[src/rtl/demux_1to2_stream_pkg.sv]
// Shared definitions for the 1-to-2 stream demultiplexer: lane indices,
// per-lane buffer state encoding and default widths.
package demux_1to2_stream_pkg;

  localparam int DEF_WIDTH = 8;
  localparam int DEF_CNT_W = 8;

  localparam logic LANE0 = 1'b0;
  localparam logic LANE1 = 1'b1;

  typedef enum logic {
    EMPTY = 1'b0,
    FULL  = 1'b1
  } lane_state_t;

endpackage

[src/rtl/demux_1to2_stream_if.sv]
// Stream bundle for the demux: one selectable input stream and two output lanes.
// Handshake: a beat transfers on a rising clk edge where valid & ready are both high;
// the producer holds valid and its payload stable until that edge, ready may change freely.
interface demux_1to2_stream_if
  import demux_1to2_stream_pkg::*;
#(
  parameter int WIDTH = DEF_WIDTH
);
  logic [WIDTH-1:0] in_data;
  logic             in_sel;
  logic             in_valid;
  logic             in_ready;
  logic [WIDTH-1:0] out0_data;
  logic             out0_valid;
  logic             out0_ready;
  logic [WIDTH-1:0] out1_data;
  logic             out1_valid;
  logic             out1_ready;

  modport master (
    output in_data, in_sel, in_valid, out0_ready, out1_ready,
    input  in_ready, out0_data, out0_valid, out1_data, out1_valid
  );

  modport slave (
    input  in_data, in_sel, in_valid, out0_ready, out1_ready,
    output in_ready, out0_data, out0_valid, out1_data, out1_valid
  );
endinterface

[src/rtl/demux_1to2_stream_lane.sv]
// One output lane: single-entry buffer with EMPTY/FULL state, delivered-beat
// counter and the lane's contribution to the shared input ready.
module demux_1to2_stream_lane
  import demux_1to2_stream_pkg::*;
#(
  parameter int WIDTH = DEF_WIDTH,
  parameter int CNT_W = DEF_CNT_W
) (
  input  logic             clk,
  input  logic             rst,
  input  logic             load,
  input  logic [WIDTH-1:0] load_data,
  input  logic             out_ready,
  output logic [WIDTH-1:0] out_data,
  output logic             out_valid,
  output logic [CNT_W-1:0] cnt,
  output logic             can_accept,
  output lane_state_t      state
);

  logic drain;

  assign out_valid  = (state == FULL);
  assign drain      = out_valid & out_ready;
  // A draining buffer can take a new beat in the same cycle, giving full rate.
  assign can_accept = (state == EMPTY) | drain;

  always_ff @(posedge clk or posedge rst) begin
    if (rst) begin
      state    <= EMPTY;
      out_data <= '0;
      cnt      <= '0;
    end else begin
      if (load) out_data <= load_data;
      if (drain) cnt <= cnt + CNT_W'(1);
      unique case (state)
        EMPTY: if (load) state <= FULL;
        FULL:  if (drain && !load) state <= EMPTY;
      endcase
    end
  end

endmodule

[src/rtl/demux_1to2_stream.sv]
// Registered 1-to-2 stream demultiplexer: steers each input beat to lane 0 or 1
// by in_sel; each lane buffers one beat so there is no input-to-output comb path.
module demux_1to2_stream
  import demux_1to2_stream_pkg::*;
#(
  parameter int WIDTH = DEF_WIDTH,
  parameter int CNT_W = DEF_CNT_W
) (
  input  logic                    clk,
  input  logic                    rst,
  demux_1to2_stream_if.slave      bus,
  output logic [CNT_W-1:0]        cnt0,
  output logic [CNT_W-1:0]        cnt1,
  output logic                    busy,
  output lane_state_t             state0,
  output lane_state_t             state1
);

  logic acc0, acc1;
  logic fire, load0, load1;

  // Ready looks only at the addressed lane, so a stalled lane never blocks the other.
  assign bus.in_ready = !rst && ((bus.in_sel == LANE1) ? acc1 : acc0);
  assign fire         = bus.in_valid & bus.in_ready;
  assign load0        = fire & (bus.in_sel == LANE0);
  assign load1        = fire & (bus.in_sel == LANE1);
  assign busy         = bus.out0_valid | bus.out1_valid;

  demux_1to2_stream_lane #(.WIDTH(WIDTH), .CNT_W(CNT_W)) u_lane0 (
    .clk        (clk),
    .rst        (rst),
    .load       (load0),
    .load_data  (bus.in_data),
    .out_ready  (bus.out0_ready),
    .out_data   (bus.out0_data),
    .out_valid  (bus.out0_valid),
    .cnt        (cnt0),
    .can_accept (acc0),
    .state      (state0)
  );

  demux_1to2_stream_lane #(.WIDTH(WIDTH), .CNT_W(CNT_W)) u_lane1 (
    .clk        (clk),
    .rst        (rst),
    .load       (load1),
    .load_data  (bus.in_data),
    .out_ready  (bus.out1_ready),
    .out_data   (bus.out1_data),
    .out_valid  (bus.out1_valid),
    .cnt        (cnt1),
    .can_accept (acc1),
    .state      (state1)
  );

endmodule

[src/flat_wrapper.sv]
// flat-port wrapper written by rule: the top's interface ports become plain ports
module demux_1to2_stream_flat import demux_1to2_stream_pkg::*;
#(
  parameter int WIDTH = DEF_WIDTH,
  parameter int CNT_W = DEF_CNT_W
)
  (clk, rst, cnt0, cnt1, busy, state0, state1, bus_in_data, bus_in_sel, bus_in_valid, bus_out0_ready, bus_out1_ready, bus_in_ready, bus_out0_data, bus_out0_valid, bus_out1_data, bus_out1_valid);
  demux_1to2_stream_if #(.WIDTH(WIDTH)) bus_i ();
  input  logic clk;
  input  logic rst;
  output logic [CNT_W-1:0] cnt0;
  output logic [CNT_W-1:0] cnt1;
  output logic busy;
  output lane_state_t state0;
  output lane_state_t state1;
  input wire logic [$bits(bus_i.in_data)-1:0] bus_in_data;
  input wire logic [$bits(bus_i.in_sel)-1:0] bus_in_sel;
  input wire logic [$bits(bus_i.in_valid)-1:0] bus_in_valid;
  input wire logic [$bits(bus_i.out0_ready)-1:0] bus_out0_ready;
  input wire logic [$bits(bus_i.out1_ready)-1:0] bus_out1_ready;
  output wire logic [$bits(bus_i.in_ready)-1:0] bus_in_ready;
  output wire logic [$bits(bus_i.out0_data)-1:0] bus_out0_data;
  output wire logic [$bits(bus_i.out0_valid)-1:0] bus_out0_valid;
  output wire logic [$bits(bus_i.out1_data)-1:0] bus_out1_data;
  output wire logic [$bits(bus_i.out1_valid)-1:0] bus_out1_valid;
  assign bus_i.in_data = bus_in_data;
  assign bus_i.in_sel = bus_in_sel;
  assign bus_i.in_valid = bus_in_valid;
  assign bus_i.out0_ready = bus_out0_ready;
  assign bus_i.out1_ready = bus_out1_ready;
  assign bus_in_ready = bus_i.in_ready;
  assign bus_out0_data = bus_i.out0_data;
  assign bus_out0_valid = bus_i.out0_valid;
  assign bus_out1_data = bus_i.out1_data;
  assign bus_out1_valid = bus_i.out1_valid;
  demux_1to2_stream #(.WIDTH(WIDTH), .CNT_W(CNT_W)) u_core (.clk(clk), .rst(rst), .bus(bus_i), .cnt0(cnt0), .cnt1(cnt1), .busy(busy), .state0(state0), .state1(state1));
endmodule
[config.mk]
export PLATFORM = sky130hd
export DESIGN_NAME = demux_1to2_stream_flat
export DESIGN_NICKNAME = d
export VERILOG_FILES = /design/src/rtl/demux_1to2_stream_pkg.sv /design/src/rtl/demux_1to2_stream_if.sv /design/src/rtl/demux_1to2_stream_lane.sv /design/src/rtl/demux_1to2_stream.sv /design/src/flat_wrapper.sv
export SDC_FILE = /design/constraint.sdc
export NUM_CORES = 1
export LEC_CHECK = 0
export ABC_AREA = 1
export CORE_UTILIZATION = 40
export CTS_BUF_LIST = sky130_fd_sc_hd__clkbuf_16
export CTS_CLUSTER_SIZE = 8
export DETAILED_ROUTE_END_ITERATION = 6
export GPL_ROUTABILITY_DRIVEN = 0
export PLACE_DENSITY = 0.71
export SYNTH_ARGS = -nofsm -noshare
export SYNTH_HDL_FRONTEND = slang
export SYNTH_HIERARCHICAL = 1
export SYNTH_SLANG_ARGS = --single-unit
[constraint.sdc]
create_clock -name clk -period 1.7 [get_ports clk]
set_clock_uncertainty 0.15 [all_clocks]
set_input_delay 0.51 -clock clk [delete_from_list [all_inputs] [get_ports clk]]
set_output_delay 0.51 -clock clk [all_outputs]
set_load 0.02 [all_outputs]
==> insert_results.sql, run 1 <==
INSERT INTO impl_metrics (metric_group, metric, value, unit) VALUES
('run_status', 'run_status', 'complete, but fails checks', ''),
('run_status', 'violations', 'setup timing', ''),
('power_and_ir_drop', 'static-leakage-power', '1.39', 'nW'),
('job', 'number_of_maximum_capacitance_violations', '0', ''),
('worst_setup_path', 'timing.critical_path.arrival', '1.22', 'ns'),
('timing', 'finalHoldViolCount', '0', ''),
('clock_network', 'cts-buffers-inserted', '5', ''),
('power_and_ir_drop', 'peakVddDrop', '0.734', 'mV'),
('yosys', 'synth_seq_cells', '34', ''),
('yosys', 'synth_simple_gate_area_share', '0.308', ''),
('finish', 'post_route_cell_area', '0.00251', 'mm^2'),
('routing', 'detailedRoute.firstPassIterationCount', '4', ''),
('floorplan', 'ioPinCount', '52', ''),
('power_and_ir_drop', 'power-per-cell-area', '1260', 'mW/mm^2'),
('placed_design', 'io_buffer_count', '51', ''),
('timing', 'setup_ws', '-0.177', 'ns'),
('yosys', 'syn_area_per_cell', '8.76', 'um^2'),
('clock_network', 'cts.sinks', '34', ''),
('finish', 'layout-drive-gt1-share', '0.276', ''),
('global_routing', 'first_global_vias', '1402', ''),
('routing', 'drt.antenna.violating_nets', '0', ''),
('global_routing', 'grt_max_degree', '18', ''),
('routing', 'wire_per_inst', '11.9', 'um'),
('worst_hold_path', 'worstHoldStart', 'u_core/u_lane1/out_data[5]', ''),
('floorplan', 'dieArea', '0.00415', 'mm^2'),
('floorplan', 'fp.coreArea', '0.00369', 'mm^2'),
('timing', 'final.setup.tns', '-0.333', 'ns'),
('clock_network', 'clock_tree.root_cell', 'clkbuf_16', ''),
('yosys', 'post_synth_net_total', '194', ''),
('yosys', 'synth_top_family_by_area', 'simple AND/OR/NAND/NOR gates', ''),
('worst_setup_path', 'timing.critical_path.to_type', 'output pin', ''),
('yosys', 'yosysWarningCount', '6', ''),
('worst_setup_path', 'timing.reg2reg.worst_path_depth', '9', ''),
('yosys', 'synthDominantCellAreaShare', '0.546', ''),
('yosys', 'synth-compound-area-share', '0.00321', ''),
('yosys', 'synth-xor-area-share', '0.0449', ''),
('yosys', 'synth-adder-area-share', '0.0161', ''),
('finish', 'design.final.nets', '283', ''),
('floorplan', 'floorplan.die.height', '64.4', 'um'),
('finish', 'flow.area_growth_from_synthesis', '60.9', '%'),
('finish', 'n_antenna_cell', '0', ''),
('yosys', 'post_synth_main_area_contributors', 'dfrtp_1, nand2_1, inv_1', ''),
('timing', 'tightest_slew', '0.228', 'ns'),
('floorplan', 'row_count', '22', ''),
('routing', 'viasPerCell', '4.42', ''),
('yosys', 'synth.yosys.seq_area_share', '0.546', ''),
('global_routing', 'grt_first_pass_wirelength', '6280', 'um'),
('routing', 'drc_errors', '0', ''),
('yosys', 'synthDominantAreaCellType', 'dfrtp_1', ''),
('finish', 'final-seq-area', '852', 'um^2'),
('timing', 'grt_setup_unrepaired', 'true', ''),
('worst_setup_path', 'max_stage_delay', '0.40', 'ns'),
('worst_setup_path', 'cp_max_fo', '3', ''),
('floorplan', 'initial_utilization', '0.423', ''),
('global_routing', 'aggregate_global_routing_overflow', '0', ''),
('finish', 'multi_input_comb_area', '632', 'um^2'),
('yosys', 'ys_types', '18', ''),
('clock_network', 'worst_skew_pair.late_latency', '0.28', 'ns'),
('timing', 'max-slew-margin-rel', '0.848', ''),
('clock_network', 'clock_tree.htree_level_count', '2', ''),
('clock_network', 'cts_tree', 'yes', ''),
('worst_hold_path', 'min-delay-path-class', 'flop to flop', ''),
('worst_setup_path', 'worst-setup-path-type', 'flop to output pin', ''),
('global_routing', 'global_route.usage.total', '0.201', ''),
('global_routing', 'antenna_violations_before_repair', '0', ''),
('yosys', 'post_synth_instance_area', '0.00156', 'mm^2'),
('placed_design', 'detailed_place_hpwl', '2580', 'um'),
('yosys', 'fraction_of_synthesized_area_in_multiplexers', '0.0144', ''),
('timing', 'report.final.setup_viol', '2', ''),
('timing', 'max_freq', '533', 'MHz'),
('worst_setup_path', 'timing.reg2reg.setup_slack', '0.10', 'ns');
==> worst max path at each step <==
stage,start,end,slack [ns]
global route,bus_in_sel,bus_in_ready,-0.22
floorplan,u_core/u_lane1/out_valid,bus_in_ready,0.01
finish,u_core/u_lane1/out_valid,bus_in_ready,-0.18
CTS,u_core/u_lane1/out_valid,bus_in_ready,-0.16
global placement,bus_out1_ready,bus_in_ready,-0.86
detailed placement,bus_out1_ready,bus_in_ready,-0.91
==> state kept, by name (all words and copies together) (netlist names) <==
register	cells
u_core/u_lane1/cnt	8
u_core/u_lane0/out_data	8
u_core/u_lane0/cnt	8
u_core/u_lane1/out_valid	1
u_core/u_lane1/out_data	8
u_core/u_lane0/out_valid	1
==> power breakdown <==
group	switching (W)	internal (W)	leakage (nW)	total, W
logic	0.000591	0.000482	0.885	0.00107
clock network	0.000324	0.000685	0.0812	0.00101
registers	0.0000903	0.000986	0.426	0.00108
total	0.00101	0.00215	1.39	0.00316
==> repair_timing <==
action,CTS,global route
endpoints found under the setup margin,56,12
resized for setup,75,6
pin swaps,3,1
hold buffers,0,0
buffers inserted,5,1
==> cells in the mapped netlist <==
cell	number
a21oi_1	1
buf_4	4
clkinv_1	2
dfrtp_1	34
ha_1	2
inv_1	18
mux2_2	2
nand2_1	81
nand2_2	6
nand3_1	4
nand3_2	1
nand3b_1	4
nor2_1	4
nor2_2	2
nor2_4	4
or2_2	1
xnor2_1	4
xor2_1	4
==> cell type report <==
cell class / instances / area share
clock buffers: 5 / 0.0499
clock inverters: 3 / 0.0165
inverters: 20 / 0.0304
multi-input cells: 120 / 0.252
flip-flops and latches: 34 / 0.340
well taps: 48 / 0.0239
repair buffers: 86 / 0.288
==> placed cells by master (no fill, tap or decap), drive strengths merged <==
| master | n |
|---|---|
| nand2 | 87 |
| buf | 41 |
| dlygate4sd2 | 35 |
| dfrtp | 34 |
| inv | 19 |
| nor2 | 10 |
| clkdlybuf4s50 | 9 |
| clkbuf | 5 |
| nand3 | 5 |
| nand3b | 4 |
| xnor2 | 4 |
| xor2 | 4 |
| mux2 | 2 |
| ha | 2 |
| clkinv | 2 |
| bufinv | 1 |
| clkinvlp | 1 |
| clkdlybuf4s15 | 1 |
| a21oi | 1 |
| or2 | 1 |
==> through the flow <==
| stage | hold WS, ns | power [W] | util | std cells | setup slack (ns) |
|---|---|---|---|---|---|
| 2_1_floorplan | 0.286 | 0.00163 | - | 178 | 0.0113 |
| 3_3_place_gp | 0.304 | 0.00226 | 0.630 | 303 | -0.862 |
| 3_5_place_dp | 0.309 | 0.00227 | 0.630 | 303 | -0.906 |
| 4_1_cts | 0.318 | 0.00318 | 0.674 | 315 | -0.157 |
| 5_1_grt | 0.344 | 0.00333 | 0.680 | 316 | -0.222 |
| 6_report | 0.317 | 0.00316 | 0.680 | 316 | -0.177 |
==> routing by layer <==
layer  wire length, um  vias up  part of all wire  global-route usage
met4                41        0             0.011              0.0833
met2              1800       43              0.48               0.322
met1              1720      643              0.46               0.257
li1                  -      707                 -                   -
met3               217        4             0.057              0.0546
met5                 0        -                 0                   0
==> logic make-up (layout without fill, tap and decap cells) <==
| logic type | after synthesis | after routing |
|---|---|---|
| AND/OR/NAND/NOR | 107 | 107 |
| flip-flops | 34 | 34 |
| buffers and inverters | 24 | 114 |
| XOR/XNOR | 8 | 8 |
| adder cells (fa/ha/maj) | 2 | 2 |
| multiplexers | 2 | 2 |
| AO/OA/AOI/OAI | 1 | 1 |
==> worst max-delay path, delay by kind of cell, from the launching register on <==
family                 cells  cell delay, ns
AO/OA/AOI/OAI              1            0.14
buffers and inverters      2            0.28
flip-flops                 1            0.40
AND/OR/NAND/NOR            2            0.11
Note: power is estimated with default switching activity, not from simulation.
==> inputs of run 2 (changes only) <==
CORE_UTILIZATION = 45   (was 40)
PLACE_DENSITY = 0.79   (was 0.71)
SETUP_SLACK_MARGIN = 0.4   (was not set)
SLEW_MARGIN = 30   (was not set)
==> insert_results.sql, run 2 (synthesis gave the netlist of run 1 again) <==
INSERT INTO impl_metrics (metric_group, metric, value, unit) VALUES
('finish', 'final_cell_mix', 'nand2_1, buf_6, buf_4, dfrtp_1, inv_1', ''),
('worst_setup_path', 'timing.critical_path.to_type', 'output pin', ''),
('routing', 'post_route_wl', '5500', 'um'),
('clock_network', 'cts-buffers-inserted', '5', ''),
('routing', 'drc_errors', '2', ''),
('timing', 'max-slew-margin-rel', '0.834', ''),
('timing', 'setup_ws', '-0.129', 'ns'),
('floorplan', 'ioPinCount', '52', ''),
('timing', 'grt_setup_unrepaired', 'true', ''),
('clock_network', 'worst_skew_pair.late_latency', '0.28', 'ns'),
('power_and_ir_drop', 'power-per-cell-area', '1240', 'mW/mm^2'),
('routing', 'drt_iter0_drc', '82', ''),
('power_and_ir_drop', 'total_switching_power', '0.00124', 'W'),
('routing', 'routed-via-count', '1606', ''),
('placed_design', 'io_buffer_count', '51', ''),
('timing', 'hold_ws', '0.295', 'ns'),
('worst_setup_path', 'timing.critical_path.mode_cell', 'nand2_4', ''),
('clock_network', 'cts_tree', 'yes', ''),
('job', 'number_of_maximum_capacitance_violations', '0', ''),
('finish', 'layout.cells.most_common', 'nand2_1', ''),
('finish', 'n_antenna_cell', '0', ''),
('global_routing', 'first_global_vias', '1458', ''),
('worst_setup_path', 'timing.critical_path.arrival', '1.17', 'ns'),
('power_and_ir_drop', 'static-leakage-power', '1.57', 'nW'),
('timing', 'final.period_utilization', '1.08', ''),
('routing', 'detailedRoute.firstPassIterationCount', '6', ''),
('clock_network', 'clkSlewWorstSetupHoldPaths', '0.05', 'ns'),
('power_and_ir_drop', 'peakVddDrop', '0.771', 'mV'),
('floorplan', 'initial_utilization', '0.467', ''),
('placed_design', 'dp.cells', '301', ''),
('global_routing', 'global_route.usage.total', '0.249', ''),
('worst_setup_path', 'worst-setup-path-type', 'flop to output pin', ''),
('global_routing', 'grt_max_degree', '18', ''),
('timing', 'finalHoldViolCount', '0', ''),
('worst_setup_path', 'worstSetupStartpointType', 'flop', ''),
('finish', 'layout-drive-gt1-share', '0.500', ''),
('timing', 'report.final.setup_viol', '2', ''),
('run_status', 'run_status', 'complete, but fails checks', ''),
('worst_setup_path', 'max_stage_delay', '0.45', 'ns'),
('routing', 'viasPerCell', '4.93', ''),
('global_routing', 'grt_first_pass_wirelength', '6640', 'um'),
('routing', 'drt.antenna.violating_nets', '0', ''),
('finish', 'finalCoreUtilization', '0.877', ''),
('power_and_ir_drop', 'share_clk_of_total_power', '0.229', ''),
('floorplan', 'floorplan.die.height', '60.9', 'um'),
('finish', 'post_layout_nonfiller_instances', '326', ''),
('timing', 'slew_violations', '0', ''),
('global_routing', 'antenna_violations_before_repair', '0', ''),
('worst_setup_path', 'timing.critical_path.buf_inv', '1', ''),
('timing', 'min_period', '1.83', 'ns'),
('worst_setup_path', 'timing.critical_path.max_delay_family', 'flip-flops', ''),
('worst_setup_path', 'cp_max_fo', '4', ''),
('timing', 'max_freq', '547', 'MHz'),
('floorplan', 'fp.coreArea', '0.00334', 'mm^2'),
('floorplan', 'dieArea', '0.00370', 'mm^2'),
('power_and_ir_drop', 'internal-power', '0.00238', 'W'),
('worst_setup_path', 'crit_path_top_delay_cell', 'dfrtp_2', ''),
('power_and_ir_drop', 'comb_power_share', '0.455', ''),
('clock_network', 'clock_tree.root_cell', 'clkbuf_16', ''),
('finish', 'flow.area_growth_from_synthesis', '87.7', '%'),
('power_and_ir_drop', 'switching_fraction_of_total_power', '0.343', ''),
('worst_setup_path', 'worst-endpoint-required', '1.04', 'ns'),
('clock_network', 'cts_max_path_buffers', '2', ''),
('floorplan', 'row_count', '21', ''),
('placed_design', 'detailed_place_hpwl', '2690', 'um'),
('finish', 'design.final.nets', '296', ''),
('routing', 'wire_per_inst', '16.9', 'um'),
('clock_network', 'cts.sinks', '34', ''),
('clock_network', 'clock_tree.htree_level_count', '2', ''),
('timing', 'tightest_slew', '0.249', 'ns'),
('worst_hold_path', 'min-delay-path-class', 'primary input to asynchronous set/reset pin', ''),
('power_and_ir_drop', 'sequential_power_share', '0.317', ''),
('worst_setup_path', 'timing.critical_path.cells', 'nand2_4 > nand2_4 > a21oi_4 > buf_6', ''),
('run_status', 'violations', 'DRC, setup timing', ''),
('floorplan', 'die_w', '60.9', 'um'),
('global_routing', 'aggregate_global_routing_overflow', '0', '');
## run 2: tightest hold or removal path, delay by kind of cell
family / cells / cell delay (ns)
buf+inv: 4 / 0.54
## run 2: timing repair
item / 4_1_cts / 5_1_grt
pin swaps: 8 / 21
hold buffers: 0 / 0
gates resized for setup: 261 / 32
setup endpoints to repair: 72 / 67
cloned: 1 / 0
endpoints found under the hold margin: 0 / 0
buffers inserted: 8 / 9
## run 2: per-layer routing
metal	global-route usage	share of wire	wire length, um
met2	0.446	0.54	2950
met1	0.305	0.39	2150
met4	0.0747	0.023	127
met3	0.0469	0.050	275
met5	0	0	0
## run 2: power groups by stage
stage	registers, W	clock network (W)	logic [W]
2_1_floorplan	0.00137	0	0.000281
3_3_place_gp	0.00110	0	0.00118
3_5_place_dp	0.00110	0	0.00122
4_1_cts	0.00113	0.000824	0.00140
5_1_grt	0.00117	0.000868	0.00174
6_report	0.00115	0.000829	0.00164
## run 2: worst paths after layout
kind,start,to,slack (ns),cells after the start
max,u_core/u_lane1/out_valid,bus_in_ready,-0.13,4
min,rst,u_core/u_lane0/cnt[6],0.29,4
max reg2reg,u_core/u_lane0/out_valid,u_core/u_lane0/out_data[0],0.08,9
min reg2reg,u_core/u_lane1/out_data[3],u_core/u_lane1/out_data[3],0.35,2
max in group asynchronous,rst,u_core/u_lane1/out_valid,0.96,4
min in group clk,u_core/u_lane1/out_data[3],u_core/u_lane1/out_data[3],0.35,2
## run 2: cell type report
cell class | instances | area, um^2
tap | 46 | 57.6
clock buffer | 5 | 125
timing repair inverter | 1 | 11.3
fill | 152 | 410
inverter | 20 | 113
sequential | 34 | 856
multi-input combinational | 120 | 764
timing repair buffer | 98 | 992
clock inverter | 2 | 7.51
## run 2: per-stage QoR
step	instance area [um^2]	setup TNS [ns]	power [W]	worst slack [ns]
final	2930	-0.212	0.00362	-0.129
after global routing	2930	-0.258	0.00377	-0.156
after CTS	2730	-0.131	0.00336	-0.0669
after detailed placement	2440	-12.73	0.00232	-0.990
after global placement	2440	-12.16	0.00228	-0.979
after floorplan	1630	0	0.00165	0.215
==> inputs of run 3 (changes only) <==
SLEW_MARGIN = 20   (was 30)
==> results of run 3 <==
Final layout, timing and power as in run 2 (identical DEF).
